<file path="src/rtl/fu_mul_pipe.sv">
// fu_mul_pipe: pipelined RV32M multiply FU (MUL/MULH/MULHSU/MULHU) with CDB back-pressure.
// Defining MUL_FLUSH_EN adds a flush port that kills every in-flight uop.
module fu_mul_pipe #(
    parameter int DATA_WIDTH = 32,
    parameter int STAGES     = 3,
    parameter int ROB_IDX_W  = 5,
    parameter int PRF_IDX_W  = 6,
    parameter int ARF_IDX_W  = 5
) (
    input  logic                  clk,
    input  logic                  rst_n,
`ifdef MUL_FLUSH_EN
    input  logic                  flush,
`endif
    input  logic                  prv_valid,
    output logic                  prv_ready,
    input  logic [1:0]            op,
    input  logic [DATA_WIDTH-1:0] rs1_value,
    input  logic [DATA_WIDTH-1:0] rs2_value,
    input  logic [ROB_IDX_W-1:0]  rob_id,
    input  logic [PRF_IDX_W-1:0]  rd_phy,
    input  logic [ARF_IDX_W-1:0]  rd_arch,
    output logic                  nxt_valid,
    input  logic                  nxt_ready,
    output logic [DATA_WIDTH-1:0] cdb_value,
    output logic [ROB_IDX_W-1:0]  cdb_rob_id,
    output logic [PRF_IDX_W-1:0]  cdb_rd_phy,
    output logic [ARF_IDX_W-1:0]  cdb_rd_arch
);
    localparam int W  = DATA_WIDTH;
    localparam int H  = W / 2;
    localparam int TW = ROB_IDX_W + PRF_IDX_W + ARF_IDX_W;
    localparam int D  = STAGES - 2;

    logic            kill, en, v1, v2, out_v;
    logic [1:0]      op1, op2, out_op;
    logic [TW-1:0]   tag1, tag2, out_tag;
    logic [W:0]      a1, b1;
    logic [W+1:0]    al, ah, bl, bh, ll2, lh2, hl2, hh2;
    logic [2*W-1:0]  sum2, out_p;

    function automatic logic [2*W-1:0] sx(input logic [W+1:0] x);
        return {{(W-2){x[W+1]}}, x};
    endfunction

`ifdef MUL_FLUSH_EN
    assign kill = flush;
`else
    assign kill = 1'b0;
`endif
    assign en        = ~out_v | nxt_ready;
    assign prv_ready = en & ~kill;
    assign nxt_valid = out_v & ~kill;

    // Halves are W+2 wide so the modular products equal the exact signed partials
    assign al   = {{(H+2){1'b0}}, a1[H-1:0]};
    assign ah   = {{(H+1){a1[W]}}, a1[W:H]};
    assign bl   = {{(H+2){1'b0}}, b1[H-1:0]};
    assign bh   = {{(H+1){b1[W]}}, b1[W:H]};
    assign sum2 = (sx(hh2) << W) + ((sx(lh2) + sx(hl2)) << H) + sx(ll2);

    always_ff @(posedge clk or negedge rst_n)
        if (!rst_n) {v1, v2} <= '0;
        else if (kill) {v1, v2} <= '0;
        else if (en) {v1, v2} <= {prv_valid, v1};

    always_ff @(posedge clk)
        if (en) begin
            op1  <= op;
            tag1 <= {rob_id, rd_phy, rd_arch};
            a1   <= {rs1_value[W-1] & (op != 2'd3), rs1_value};
            b1   <= {rs2_value[W-1] & ~op[1], rs2_value};
            op2  <= op1;
            tag2 <= tag1;
            ll2  <= al * bl;
            lh2  <= al * bh;
            hl2  <= ah * bl;
            hh2  <= ah * bh;
        end

    generate
        if (D > 0) begin : g_dly
            logic [D-1:0]   dv;
            logic [1:0]     dop  [D];
            logic [TW-1:0]  dtag [D];
            logic [2*W-1:0] dp   [D];
            always_ff @(posedge clk or negedge rst_n)
                if (!rst_n) dv <= '0;
                else if (kill) dv <= '0;
                else if (en) dv <= D'({dv, v2});
            always_ff @(posedge clk)
                if (en) begin
                    dop[0]  <= op2;
                    dtag[0] <= tag2;
                    dp[0]   <= sum2;
                    for (int i = 1; i < D; i++) begin
                        dop[i]  <= dop[i-1];
                        dtag[i] <= dtag[i-1];
                        dp[i]   <= dp[i-1];
                    end
                end
            assign out_v   = dv[D-1];
            assign out_op  = dop[D-1];
            assign out_tag = dtag[D-1];
            assign out_p   = dp[D-1];
        end else begin : g_nodly
            assign out_v   = v2;
            assign out_op  = op2;
            assign out_tag = tag2;
            assign out_p   = sum2;
        end
    endgenerate

    assign cdb_value = out_op == 2'd0 ? out_p[W-1:0] : out_p[2*W-1:W];
    assign {cdb_rob_id, cdb_rd_phy, cdb_rd_arch} = out_tag;
endmodule
</file>
<file path="config.mk">
export PLATFORM = sky130hd
export DESIGN_NAME = fu_mul_pipe
export DESIGN_NICKNAME = d
export VERILOG_FILES = /design/src/rtl/fu_mul_pipe.sv
export SDC_FILE = /design/constraint.sdc
export NUM_CORES = 2
export LEC_CHECK = 0
export BUFFER_PORTS_ARGS = -buffer_cell sky130_fd_sc_hd__buf_2
export CORE_MARGIN = 3
export CORE_UTILIZATION = 55
export CTS_CLUSTER_DIAMETER = 60
export DETAILED_ROUTE_END_ITERATION = 10
export PLACE_DENSITY = 0.72
export SYNTH_ARGS = -nofsm -noshare
export SYNTH_HDL_FRONTEND = slang
export SYNTH_SLANG_ARGS = --single-unit
</file>
<file path="constraint.sdc">
create_clock -name clk -period 10.1 [get_ports clk]
set_clock_uncertainty 0.1 [all_clocks]
set_input_delay 0.505 -clock clk [delete_from_list [all_inputs] [get_ports clk]]
set_output_delay 0.505 -clock clk [all_outputs]
set_load 0.01 [all_outputs]
</file>
==> impl_summary.txt <==
----------------------------------------------------
[CTS]
  CTS clock-pin slew for the worst setup and hold paths ... ~0.060 ns
  Post_cts resized ... 0
  Clock latency on the worst-skew pair ... roughly 0.66 ns
  Number of setup buffers added after CTS ... 0
  Buffer type at the clock tree root ... clkbuf_16
  Clock tree from TritonCTS ... yes
  H-tree depth ... 2
  Number of clock sinks ... 319
  Cts-stage hold buffer count ... 83
  Clock buffer count from CTS ... 52
  Longest Clk Path Bufs ... 3

[Floorplan]
  Horizontal extent of the die ... 315 um
  I/O Pins ... approximately 140
  Core area ... 94000 sq um
  Starting utilization of the core area ... a little under three fifths
  Overall die height ... between 300 and 400 um
  Die footprint ... a little under 100000 sq um
  Std cell rows ... 112

[Critical path]
  Type of origin of the critical path ... flip-flop
  Critical path type ... reg2reg
  Crit-path max FO ... 19
  WP data required ... roughly 10 ns
  Worst path arrival time ... 7.71 ns
  Critical Path End Type ... flip-flop

[Finish]
  # fillers ... just under 8000
  Commonest non-fill, non-tap cells in the layout ... inv_1 (1104), fa_1 (966), nand2_1 (599), and2_1 (542), ha_1 (482)
  Most common library cell in the layout ignoring fill and taps ... inv_1
  Final nets ... about 6900
  Fraction of final layout cells sized beyond drive strength 1 ... under 10%
  Register area ... around 9600 sq um
  Layout area overhead ... 8.93%
  Multi-input logic area ... approximately 38000 sq um

[Global route]
  Largest net degree at the start of global routing ... 81
  Via count of the first global-routing pass ... 39079
  Total global routing overflow ... 0
  Total Routing Usage GR ... approximately 28%
  Wire length of the first global-routing pass ... between 200000 and 250000 um
  Number of antenna violations at the first check in global routing ... 3

[Timing]
  Measured slew at the worst slew-check pin ... 1.23 ns
  Total Negative Setup Slacks ... 0 ns
  Maximum clock frequency ... around 140 MHz
  Final setup slack of the worst path ... 2.70 ns
  RSZ-0062 raised after global routing ... false
  Slew Limit Headroom ... between 10% and 20%
  Fin crit period ... between 7 and 8 ns
  Number of failing setup endpoints in the final timing report ... 0
  Number of hold-slack violations in the final timing report ... 0
  Period Utilization, post-route ... 73.2%
  Number of pins exceeding their max-slew limit in the final report ... 0

[Synth]
  Cell count after synthesis ... about 5300
  Synth top area share ... 36.8%
  Sequential share of the synthesized area ... a little under a fifth
  Synthesized net count ... 6804
  Share of flip-flops with an asynchronous set or reset ... less than 1%
  Flip-flop and latch count after synthesis ... between 300 and 400
  Avg Inst Size Synth ... roughly 10 sq um
  Warnings, synthesis ... 0
  Area contributors post-synth ... fa_1 (37%), edfxtp_1 (18%), ha_1 (11%), inv_1 (7.9%), and2_1 (6.5%)
  Area of the mapped netlist ... 52600 sq um
  Dominant cell type by area after synthesis ... fa_1
  Post-synth cell types ... 67
  Primary FF master, synth ... edfxtp_1
  Number of synthesized flops with an enable pin ... approximately 320

[Placement]
  Worst slack, placed ... approximately 2.8 ns
  Routability-driven placement congestion ratio ... a little under 0.9
  Port-buffer cells ... ~140
  Total half-perimeter wirelength after legalization and detailed placement ... ~100000 um

[Routing]
  Total number of vias ... between 30000 and 40000
  Wirelength per Cell ... between 15 and 20 um
  Antenna viol nets, final ... 0
  Initial DRC Count ... approximately 2400
  Wire length reported by the detailed router ... 130000 um
  Number of design rule violations left after detail routing ... 0
  Via density per instance ... 5.48
  First-pass iteration count of the detailed router ... 5

[Run]
  Max Cap Violations ... 0

[Outcome]
  Result of the run ... finished clean

[Min path]
  Worst hold path class ... in2reg

----------------------------------------------------
## through the flow
stage                     hold WS (ns)  utilization (%)  cells  area [sq um]
after floorplan                  0.109                -   5270         52600
after global placement           0.201             58.0   6519         54600
after detailed placement         0.202             58.0   6519         54600
after CTS                      0.00269             60.9   6698         57200
after global routing            0.0138             60.9   6698         57200
final                           0.0448             60.9   6702         57300
## path summary, 6_finish.rpt
check,start,end,slack (ns),cells past startpoint
max reg2reg,b1[18],lh2[33],2.70,22
min in group asynchronous,rst_n,v1,0.09,2
max,b1[18],lh2[33],2.70,22
min reg2reg,tag2[3],g_dly.dtag[0][3],0.31,0
min,rs2_value[18],b1[18],0.04,1
max in group asynchronous,rst_n,v2,9.71,2
## cell usage after synthesis, drive strengths merged (8+ instances only)
master / n
inv: 1104
fa: 966
nand2: 599
and2: 542
ha: 482
edfxtp: 316
clkbuf: 211
a21oi: 175
xnor2: 136
nor2: 109
a21o: 107
o21ai: 73
xor2: 64
nand2b: 44
mux2: 35
nand3: 27
nor3: 26
a211oi: 25
o21a: 24
and3: 21
nor2b: 18
o21bai: 17
nand4: 16
a31oi: 15
a211o: 10
o31ai: 9
o211ai: 8
## flip-flops by register name, summed over array words and instances (netlist names)
| register | count |
|---|---|
| tag1 | 16 |
| tag2 | 16 |
| g_dly.dtag | 16 |
| b1 | 33 |
| hh2 | 32 |
| lh2 | 34 |
| nxt_valid | 1 |
| a1 | 33 |
| g_dly.dp | 64 |
| op1 | 2 |
| op2 | 2 |
| v1 | 1 |
| g_dly.dop | 2 |
| hl2 | 34 |
| ll2 | 32 |
| v2 | 1 |
## worst max-delay path, stage by stage, from the launching register on
cell and delay (ns):
edfxtp_1 0.84, buf_4 0.42, nand2_1 0.13, fa_1 0.53, fa_1 0.54, inv_1 0.05
fa_1 0.49, fa_1 0.52, fa_1 0.49, inv_1 0.05, fa_1 0.48, inv_1 0.04
ha_1 0.34, and3_1 0.22, and3_1 0.20, a32oi_1 0.23, a21oi_1 0.19, o21ai_0 0.21
nand2b_1 0.14, a221o_1 0.39, a211o_1 0.27, a21oi_1 0.18, xnor2_1 0.08
## per-layer routing
layer / global-route usage, % / share of wire, %
met5: 0 / 0.010
met4: 10.4 / 4.3
met3: 6.02 / 8.1
met2: 44.4 / 46
met1: 37.0 / 41
## layout make-up
cell class / instances / share of cell area, %
Multi-Input combinational cell: 3632 / 66.5
Sequential cell: 319 / 16.7
Inverter: 1104 / 7.24
Timing Repair Buffer: 293 / 3.61
Tap cell: 1254 / 2.74
Clock buffer: 53 / 2.28
Clock inverter: 43 / 0.938
Antenna cell: 4 / 0.0175
## cells by family after synthesis
family,share of synthesized area (%)
adder cells (fa/ha/maj),48.3
AND/OR/NAND/NOR,13.6
buffers and inverters,9.43
AO/OA/AOI/OAI,6.43
flip-flops,18.2
XOR/XNOR,3.33
multiplexers,0.750
Power is not shown: default switching activity piles up to over one toggle a cycle in this logic, so the estimate is an artifact.
